**config.mk**
```make
export PLATFORM = sky130hd
export DESIGN_NAME = mem_access_ctrl
export DESIGN_NICKNAME = d
export VERILOG_FILES = /design/src/rtl/mem_access_ctrl.sv
export SDC_FILE = /design/constraint.sdc
export NUM_CORES = 1
export LEC_CHECK = 0
export ABC_AREA = 1
export CAP_MARGIN = 15
export CELL_PAD_IN_SITES_DETAIL_PLACEMENT = 1
export CELL_PAD_IN_SITES_GLOBAL_PLACEMENT = 1
export CORE_UTILIZATION = 30
export DETAILED_ROUTE_END_ITERATION = 6
export GPL_ROUTABILITY_DRIVEN = 0
export PLACE_DENSITY_LB_ADDON = 0.1
export SYNTH_ARGS = -nofsm -noshare
export SYNTH_HDL_FRONTEND = slang
export SYNTH_SLANG_ARGS = --single-unit
```
**constraint.sdc**
```tcl
create_clock -name clk -period 1.6 [get_ports clk]
set_clock_uncertainty 0.15 [all_clocks]
set_input_delay 0.32 -clock clk [delete_from_list [all_inputs] [get_ports clk]]
set_output_delay 0.32 -clock clk [all_outputs]
set_load 0.03 [all_outputs]
```
**src/rtl/mem_access_ctrl.sv**
```systemverilog
// Data-memory initiator: turns MEM-stage load/store requests into word-aligned
// accesses, with sub-word stores done as a read-modify-write through MERGE.
module mem_access_ctrl #(
  parameter int MEM_AW     = 23,
  parameter bit BIG_ENDIAN = 1'b0
) (
  input  logic        clk,
  input  logic        reset,
  input  logic        req_valid,
  output logic        req_ready,
  input  logic        req_we,
  input  logic [1:0]  req_size,
  input  logic        req_signed,
  input  logic [31:0] req_addr,
  input  logic [31:0] req_wdata,
  output logic        resp_valid,
  output logic [31:0] resp_rdata,
  output logic        resp_fault,
  output logic [31:0] mem_a,
  output logic        mem_we,
  output logic [31:0] mem_wd,
  input  logic [31:0] mem_rd
);

  localparam logic [1:0] SZ_BYTE = 2'b00;
  localparam logic [1:0] SZ_HALF = 2'b01;
  localparam logic [1:0] SZ_WORD = 2'b10;
  localparam logic [1:0] SZ_RSVD = 2'b11;

  typedef enum logic {
    IDLE,
    MERGE
  } state_t;

  state_t              state;
  logic [MEM_AW-3:0]   cap_word;
  logic [1:0]          cap_lane;
  logic [1:0]          cap_size;
  logic [15:0]         cap_data;
  logic [31:0]         old_word;

  logic [1:0]          req_lane;
  logic                req_fault;
  logic [7:0]          load_byte;
  logic [15:0]         load_half;
  logic [31:0]         load_data;
  logic [31:0]         merged;
  logic                unused_addr_hi;

  assign unused_addr_hi = ^req_addr[31:MEM_AW];

  // Big-endian simply mirrors the byte lane; every selector below uses the lane.
  assign req_lane  = BIG_ENDIAN ? ~req_addr[1:0] : req_addr[1:0];
  assign req_fault = (req_size == SZ_RSVD) || ((req_size == SZ_HALF) && req_addr[0]);
  assign req_ready = (state == IDLE);

  always_comb begin
    load_byte = 8'h00;
    case (req_lane)
      2'd0: load_byte = mem_rd[7:0];
      2'd1: load_byte = mem_rd[15:8];
      2'd2: load_byte = mem_rd[23:16];
      2'd3: load_byte = mem_rd[31:24];
      default: load_byte = 8'h00;
    endcase
  end

  assign load_half = req_lane[1] ? mem_rd[31:16] : mem_rd[15:0];

  // Word loads rotate rather than fault on misalignment (ARMv4 LDR behaviour).
  always_comb begin
    load_data = 32'h0;
    case (req_size)
      SZ_WORD: begin
        case (req_lane)
          2'd0: load_data = mem_rd;
          2'd1: load_data = {mem_rd[7:0],  mem_rd[31:8]};
          2'd2: load_data = {mem_rd[15:0], mem_rd[31:16]};
          2'd3: load_data = {mem_rd[23:0], mem_rd[31:24]};
          default: load_data = mem_rd;
        endcase
      end
      SZ_HALF: load_data = {{16{req_signed & load_half[15]}}, load_half};
      SZ_BYTE: load_data = {{24{req_signed & load_byte[7]}}, load_byte};
      default: load_data = 32'h0;
    endcase
  end

  always_comb begin
    merged = old_word;
    if (cap_size == SZ_BYTE) begin
      case (cap_lane)
        2'd0: merged[7:0]   = cap_data[7:0];
        2'd1: merged[15:8]  = cap_data[7:0];
        2'd2: merged[23:16] = cap_data[7:0];
        2'd3: merged[31:24] = cap_data[7:0];
        default: merged = old_word;
      endcase
    end else if (cap_lane[1]) begin
      merged[31:16] = cap_data;
    end else begin
      merged[15:0] = cap_data;
    end
  end

  always_comb begin
    mem_a = 32'h0;
    if (state == MERGE) mem_a[MEM_AW-1:2] = cap_word;
    else                mem_a[MEM_AW-1:2] = req_addr[MEM_AW-1:2];
  end

  // Reset gates the write strobe directly so an interrupted merge never lands.
  always_comb begin
    mem_we = 1'b0;
    mem_wd = req_wdata;
    if (state == MERGE) begin
      mem_we = 1'b1;
      mem_wd = merged;
    end else begin
      mem_we = req_valid & req_we & (req_size == SZ_WORD) & ~req_fault;
    end
    if (!reset) mem_we = 1'b0;
  end

  always_ff @(posedge clk or negedge reset) begin
    if (!reset) begin
      state      <= IDLE;
      resp_valid <= 1'b0;
      resp_fault <= 1'b0;
      resp_rdata <= 32'h0;
      cap_word   <= '0;
      cap_lane   <= 2'b00;
      cap_size   <= SZ_BYTE;
      cap_data   <= 16'h0;
      old_word   <= 32'h0;
    end else begin
      resp_valid <= 1'b0;
      resp_fault <= 1'b0;
      resp_rdata <= 32'h0;
      case (state)
        IDLE: begin
          if (req_valid) begin
            if (req_fault) begin
              resp_valid <= 1'b1;
              resp_fault <= 1'b1;
            end else if (!req_we) begin
              resp_valid <= 1'b1;
              resp_rdata <= load_data;
            end else if (req_size == SZ_WORD) begin
              resp_valid <= 1'b1;
            end else begin
              state    <= MERGE;
              cap_word <= req_addr[MEM_AW-1:2];
              cap_lane <= req_lane;
              cap_size <= req_size;
              cap_data <= req_wdata[15:0];
              old_word <= mem_rd;
            end
          end
        end
        MERGE: begin
          state      <= IDLE;
          resp_valid <= 1'b1;
        end
        default: state <= IDLE;
      endcase
    end
  end

endmodule
```
Word-level counts from Yosys, hierarchy flattened

Cells that the tools add are included.
W data, S select, Z words.

Register bits: 108
Latch bits: 0
Bits in writable memories: 0
Bits in read-only memories: 0
Input bits: 103
Output and inout bits: 100
Memories kept: 0

Add/sub/neg operators: 0
Multipliers: 0
Div/mod/pow operators: 0
$lt $le $gt $ge: 0
Eq/ne operators: 9
Shift operators: 0
Muxes and demuxes: 32
Bitwise operators: 8
Reductions and logical operators: 7

Operators with widths:

| kind                 | count |
|---|---|
| $mux W32             | 6 |
| $pmux W32 S4         | 1 |
| $pmux W32 S3         | 1 |
| $mux W16             | 3 |
| $mux W8              | 4 |
| $pmux W8 S4          | 1 |
| $mux W21             | 1 |
| $mux W1              | 13 |
| $eq A2 B2 Y1 const B | 6 |
| $logic_not A2 Y1     | 4 |
| $eq A2 B1 Y1 const B | 3 |
| $and A1 B1 Y1        | 5 |
| $reduce_and A5 Y1    | 1 |
| $pmux W1 S2          | 2 |
| $not A1 Y1           | 3 |
| $logic_and A1 B1 Y1  | 1 |
| $logic_or A1 B1 Y1   | 1 |

Depth between registers and ports, before layout

Gate-level depths: netlist of the first run.

Word-level depth: 8
Gate-level depth with buffers: 10

Least setup slack after synthesis of the first run

Ideal clock, no wire load.

Kind: flip-flop to output port
Start: register cap_lane[1]
End: output mem_wd[0]
Arrival: 1.561 ns
Required time: 1.130 ns
Path slack: -0.431 ns
Stages on the path, launching flop included: 5
Buffers on the path: 2
Cells stage by stage: dfrtp_1 buf_2 buf_1 o211ai_1 a31oi_1

Word-level cells in the longest chain between the ends: 4

Ends and longest elaborated chain:

| element                | line | source |
|---|---|---|
| start, declared        | 37   | `logic [1:0] cap_lane;` |
| start signal, assigned | 154  | `cap_lane <= req_lane;` |
| $logic_not A2 Y1       | 92   | `case (cap_lane)` |
| $mux W8                | 92   |  |
| $mux W32 *             | 91   | `if (cap_size == SZ_BYTE) begin` |
| $mux W32 *             | 116  | `if (state == MERGE) begin` |
| end, declared          | 21   | `output logic [31:0] mem_wd,` |

Mark *: on every way between the ends. The rest lies on a longest branch, timed or not.

Worst setup path after layout of the first run

Start: register cap_lane[1]
End: output mem_wd[1]

Same word-level chain as after synthesis.

==> reports/metrics.sh, run 1 <==
RUN_STATUS='finished with violations'
ANTENNA_VIOLATIONS_BEFORE_REPAIR=0
FIRST_GLOBAL_VIAS=9650
YOSYSTOPAREACELL='dfrtp_1'
FIRST_PASS_GRT_WIRE_LENGTH_UM=58400
POST_ROUTE_CELLS_DRIVE_ABOVE_1_SHARE=0.436
ROUTE.DETAILED.WL_PER_INST_UM=25.1
CTS_SINKS=108
ANTENNADIODECOUNT=0
CRIT-REG2REG-LAUNCH='state'
FINALWIRELENGTH_UM=40600
CLKTRANSATPATHREGS_NS=0.09
CLOCK_TREE.HTREE_LEVEL_COUNT=3
CRITICALPATHCATEGORY='flop to output port'
LEAKAGEPOWER_nW=6.53
CLK_ROOT_BUFFER_CELL='clkbuf_16'
POWER_REPORT.INTERNAL_TOTAL_mW=7.05
SW_FRAC_OF_TOTAL=0.426
YOSYSMOSTFREQUENTCELL='nand2_1'
DIE_WIDTH_UM=153
CRIT_PATH_MAX_FANOUT=4
WORST_SETUP_PATH_STARTPOINT='cap_lane[1]'
FLIP_FLOP_CELL_WITH_THE_HIGHEST_COUNT_AFTER_SYNTHESIS='dfrtp_1'
ENDPOINT_KIND='output port'
SYNTH_ASYNC_SR_FLOP_SHARE=1.00
YOSYSWARNINGCOUNT=0
DIE_H_UM=153
SYNTH.LIB_CELLS_USED.DISTINCT=24
HOLD_SLACK_NS=-0.0647
MAXSLEWVIOLCOUNT=0
ARRIVAL_NS=1.88
DRT-VIAS-PER-INSTANCE=5.56
ANTENNA_VIOLATING_NETS_POST_ROUTE=0
GRT-OVFL-TOTAL=0
DETAILEDROUTE.FIRSTPASSITERATIONCOUNT=7
PORT_BUFFERS=182
SYN2LAYOUT_AREA_GROWTH_PCT=100
FINAL_PERIOD_MINUS_WORST_SETUP_SLACK_NS=2.35
CTSLONGESTPATHBUFFERS=2
GRTUSAGETOTAL=0.330
HOLDCRITPATHCLASS='input pin to asynchronous set/reset pin'
IO_PINS=203
FINALSETUPVIOLCOUNT=160
GRT_MAX_DEGREE=109
PLACE_WS_NS=-0.629
NUM-NETS-FINAL=1434
DR_TOTAL_VIAS=8990
NETLIST_AREA_UM2=6810
SETUP-TNS-FINAL_NS=-84.15
INITIAL_CORE_UTIL=0.309
PEAKVDDDROP_uV=553
SHARE_SEQ_OF_TOTAL_POWER=0.283
FLOORPLAN.CORE_AREA_UM2=22000
DIE_AREA_UM2=23300
TRITONCTS='yes'
POWER_DENSITY_nW_PER_UM2=901
FAILED_CHECKS='DRC, hold timing, setup timing'
SYNTH_TOP_AREA_SHARE=0.397
SYNTH.YOSYS.SEQ_AREA_SHARE=0.397
POST-ROUTE-PERIOD-UTIL=1.47
SYN-MEAN-INSTANCE-AREA_UM2=6.90
POST_SYNTH_MAIN_AREA_CONTRIBUTORS='dfrtp_1, nand2_1, o211ai_1, inv_1, nand3_1'
RSZ0062_AT_GRT='yes'
FMAXACHIEVABLE_GHz=0.426
MAX_SLEW_MARGIN=0.555
ROUTE.DETAILED.DRC=7
SETUP_CRIT_START_KIND='flop'
DETAILEDPLACEMENTHPWL_UM=21400
DRT_ITER0_MARKERS=731
NUM_CTS_BUFFERS=9
YOSYS-TOP-CELLS-COUNT='nand2_1, inv_1, dfrtp_1, nand3_1, o21ai_1'
SYNTH_ENABLE_FLOP_CELLS=0
COMBINATIONALPOWERSHARE=0.513
POSTLAYOUTSETUPSLACKWORST_NS=-0.749
ROWS=54
HOLD_VIOL_FINAL=29
WORST_EP_REQUIRED_TIME_NS=1.13
CLKPWRFRAC=0.204
WORST-SLEW-PIN-TRANSITION_NS=0.668
POST_CTS_HOLD_BUFFER_COUNT=0
FINISH.CELL_COUNT_WITHOUT_FILLERS=1616
SOURCE_TO_SINK_CLOCK_DELAY_AT_THE_LATER_PIN_OF_THE_WORST_SKEW_PAIR_NS=0.36
SYNTH.FF_LATCH_COUNT=108
MAX_CAP_VIOL_COUNT=0
TOTAL_SWITCHING_POWER_mW=5.22
SYNTHCELLS=987
PLACEDCELLCOUNT=1530
power groups by stage:
stage	registers, mW	logic (mW)	clock network (mW)
floorplan	3.43	2.61	0
global placement	3.41	4.42	0
detailed placement	3.43	4.48	0
CTS	3.38	5.54	2.46
global route	3.49	6.56	2.59
finish	3.47	6.30	2.50
final timing paths:
| path | slack, ns | end | cells past startpoint |
|---|---|---|---|
| worst max-delay path | -0.75 | mem_wd[1] | 7 |
| worst min-delay path | -0.06 | cap_data[11] | 2 |
| worst max register to register | -0.65 | cap_word[13] | 12 |
| worst min register to register | 0.41 | old_word[27] | 2 |
| max in group asynchronous | 0.77 | state | 2 |
| min in group clk | 0.29 | cap_lane[1] | 4 |
through the flow:
| step | instance area, um^2 | util | power, mW |
|---|---|---|---|
| CTS | 13200 | 0.600 | 11.4 |
| global route | 13600 | 0.618 | 12.7 |
| floorplan | 7650 | - | 6.04 |
| detailed placement | 10700 | 0.485 | 7.91 |
| finish | 13600 | 0.618 | 12.3 |
| global placement | 10700 | 0.485 | 7.83 |
kinds of logic (layout without fill, tap and decap cells):
| logic type | count (synthesis) | in the layout | synth area share |
|---|---|---|---|
| other | 1 | 11 | 0.000551 |
| AOI/OAI and AO/OA | 264 | 264 | 0.224 |
| DFF | 108 | 108 | 0.397 |
| and+or+nand+nor | 407 | 409 | 0.244 |
| buffers and inverters | 207 | 544 | 0.135 |
cell usage in the layout (no fill, tap or decap), drive strengths merged:
master,count
a21boi,1
a21oi,34
a31oi,32
buf,274
bufinv,1
clkbuf,12
clkdlybuf4s15,7
clkdlybuf4s50,88
clkinv,5
clkinvlp,1
conb,11
dfrtp,108
dlygate4sd2,29
inv,127
nand2,265
nand3,85
nor2,58
nor3,1
o211ai,62
o21ai,135
layer usage:
| layer | vias up | GRT usage | wire length, um | part of all wire |
|---|---|---|---|---|
| li1 | 3940 | - | - | - |
| met1 | 4443 | 0.406 | 16000 | 0.39 |
| met2 | 488 | 0.573 | 20100 | 0.50 |
| met3 | 119 | 0.0503 | 2610 | 0.064 |
| met4 | 0 | 0.140 | 1850 | 0.046 |
| met5 | - | 0 | 0 | 0 |
final cells by class:
type | instances | area (um^2)
multi-input combinational | 684 | 5000
timing repair buffer | 401 | 4750
clock buffer | 9 | 225
tap | 280 | 350
fill | 2430 | 8410
sequential | 108 | 2710
clock inverter | 7 | 83.8
inverter | 127 | 503
flip-flops by register name, summed over array words and instances, names as in the netlist:
signal and count:
old_word 32, resp_fault 1, cap_size 2, cap_data 16, resp_valid 1, resp_rdata 32
cap_word 21, cap_lane 2, state 1
what timing repair did:
item	CTS	global route
gates resized for setup	359	174
pin swaps	52	25
endpoints found under the hold margin	0	0
setup buffers	50	12
cloned	29	3
endpoints found under the setup margin	184	166
worst max-delay path: stages, from the launching register on:
cell	delay, ns
dfrtp_2	0.42
buf_6	0.18
nor2_4	0.07
buf_4	0.16
a21oi_1	0.15
o21ai_1	0.14
a31oi_4	0.23
buf_6	0.15
(Power assumes the default switching activity.)
==> run 2, diff against run 1 <==
- RECOVER_POWER: not set -> 25
==> reports/metrics.sh, run 2 (synthesized netlist as in run 1, its figures left out) <==
RUN_STATUS='finished with violations'
FAILED_CHECKS='DRC, setup timing'
REGAREA_UM2=2710  # unchanged
POST-ROUTE-PERIOD-UTIL=1.47  # about the same
SLOWEST_STAGE='dfrtp_2'
LEAKAGEPOWER_nW=6.52  # -0.11%
INITIAL_CORE_UTIL=0.309  # unchanged
MULTI_INPUT_AREA_UM2=5000  # unchanged
CP_COMMON_CELL='buf_6'
CRIT_PATH_MAX_FANOUT=4  # unchanged
CTS_SINKS=108  # unchanged
MAXSLEWVIOLCOUNT=0  # unchanged
GRT-OVFL-TOTAL=0  # unchanged
FINALWIRELENGTH_UM=40600  # about the same
ARRIVAL_NS=1.88  # about the same
ENDPOINT_KIND='output port'
CLOCK_TREE.HTREE_LEVEL_COUNT=3  # unchanged
DIE_WIDTH_UM=153  # unchanged
SOURCE_TO_SINK_CLOCK_DELAY_AT_THE_LATER_PIN_OF_THE_WORST_SKEW_PAIR_NS=0.36  # about the same
ANTENNA_VIOLATIONS_BEFORE_REPAIR=0  # unchanged
CLKTRANSATPATHREGS_NS=0.08  # about the same
FINAL_COMMON_CELL='nand2_1'
HOLD_VIOL_FINAL=0  # -100%
FINAL_PERIOD_MINUS_WORST_SETUP_SLACK_NS=2.35  # +0.000456 ns
POSTLAYOUTSETUPSLACKWORST_NS=-0.750  # -0.000456 ns
FIRST_GLOBAL_VIAS=9650  # unchanged
RSZ0062_AT_GRT='yes'
GRT_MAX_DEGREE=109  # unchanged
POST_CTS_HOLD_BUFFER_COUNT=0  # unchanged
TIMING.CRITICAL_PATH.SLOWEST_CELL_DELAY_NS=0.42  # about the same
FIRST_PASS_GRT_WIRE_LENGTH_UM=58400  # unchanged
CP_CELL_SEQUENCE='buf_6 -> nor2_4 -> buf_4 -> a21oi_1 -> o21ai_1 -> a31oi_4 -> buf_6'
DETAILEDPLACEMENTHPWL_UM=21400  # unchanged
DRT-VIAS-PER-INSTANCE=5.56  # -0.11%
PORT_BUFFERS=182  # unchanged
TRITONCTS='yes'
DRT_ITER0_MARKERS=729  # -0.27%
FLOORPLAN.CORE_AREA_UM2=22000  # unchanged
NUM_CTS_BUFFERS=9  # unchanged
SETUP_CRIT_START_KIND='flop'
WORST-SLEW-PIN-TRANSITION_NS=1.09  # +0.424 ns
ANTENNA_VIOLATING_NETS_POST_ROUTE=0  # unchanged
POWER_DENSITY_nW_PER_UM2=901  # about the same
MAX_SLEW_MARGIN=0.272  # -0.283
GRTUSAGETOTAL=0.330  # unchanged
NUM-NETS-FINAL=1434  # unchanged
HOLD_SLACK_NS=0.289  # +0.354 ns
ROUTE.DETAILED.DRC=12  # +5
CRITICALPATHCATEGORY='flop to output port'
CTSLONGESTPATHBUFFERS=2  # unchanged
LAYOUT.CELLS.MOST_COMMON_LIST='nand2_1, buf_4, dfrtp_1'
SYN2LAYOUT_AREA_GROWTH_PCT=99.9  # about the same
CLK_ROOT_BUFFER_CELL='clkbuf_16'
IO_PINS=203  # unchanged
LAYOUT.CORE_UTILIZATION=0.618  # about the same
DIE_AREA_UM2=23300  # unchanged
HOLDCRITPATHCLASS='input pin to flop'
FMAXACHIEVABLE_GHz=0.426  # about the same
ROWS=54  # unchanged
WORST_EP_REQUIRED_TIME_NS=1.13  # about the same
DR_TOTAL_VIAS=8980  # -0.11%
DIE_H_UM=153  # unchanged
DETAILEDROUTE.FIRSTPASSITERATIONCOUNT=7  # unchanged
LARGESTREGISTERS='old_word x32, resp_rdata x32, cap_word x21'
FILLERS=2430  # unchanged
PEAKVDDDROP_uV=553  # about the same
ANTENNADIODECOUNT=0  # unchanged
MAX_CAP_VIOL_COUNT=0  # unchanged
POST_ROUTE_CELLS_DRIVE_ABOVE_1_SHARE=0.435  # -0.000749
ROUTE.DETAILED.WL_PER_INST_UM=25.1  # about the same
FINALSETUPVIOLCOUNT=160  # unchanged
run 2: cell count changes in the layout (fill, tap and decap cells not counted), sizes merged:
cell	before	now
clkbuf	12	13
buf	274	273
run 2: final cells by class:
class	count	area share
Clock buffer	9	0.0166
Tap cell	280	0.0257
Clock inverter	7	0.00616
Sequential cell	108	0.199
Multi-Input combinational cell	684	0.368
Inverter	127	0.0370
Timing Repair Buffer	401	0.348
run 2: final timing paths:
check	startpoint	endpoint	slack (ns)	cells past startpoint
min reg2reg	old_word[27]	old_word[27]	0.41	2
min in group asynchronous	reset	cap_data[11]	0.38	2
max in group asynchronous	reset	state	0.03	2
min	req_addr[1]	cap_lane[1]	0.29	4
max	cap_lane[1]	mem_wd[1]	-0.75	7
max reg2reg	state	cap_word[13]	-0.65	12
run 2: report_power, final:
group          switching [mW]  total, mW  internal [mW]
Clock                    1.25       2.50           1.25
Sequential              0.310       3.47           3.16
Combinational            3.66       6.29           2.63
run 2: timing repair:
action	CTS	global route
setup endpoints to repair	184	166
hold endpoints to repair	0	0
buffers inserted	50	12
gates cloned	29	3
pin swaps	52	25
resized for setup	359	174
run 2: routing by layer:
layer | up-vias | routed length, um | share of wire | global-route usage
met2 | 485 | 20100 | 0.50 | 0.573
met4 | 0 | 1850 | 0.046 | 0.140
li1 | 3938 | - | - | -
met5 | - | 0 | 0 | 0
met3 | 118 | 2640 | 0.065 | 0.0503
met1 | 4439 | 16000 | 0.39 | 0.406
run 2: metrics by stage:
stage          setup TNS [ns]  cell area, um^2  instances  power, mW  setup slack, ns
2_1_floorplan           -2.29             7650        997       6.04           -0.101
3_3_place_gp           -53.59            10700       1530       7.83           -0.497
3_5_place_dp           -61.94            10700       1530       7.91           -0.629
4_1_cts                -45.07            13200       1622       11.4           -0.628
5_1_grt                -87.71            13600       1616       12.6           -0.782
6_report               -84.19            13600       1616       12.3           -0.750
run 2: critical path, delay by kind of cell (launching register included):
kind	cells	cell delay (ns)
compound gates	3	0.52
buf+inv	3	0.49
flops	1	0.42
simple gates	1	0.07
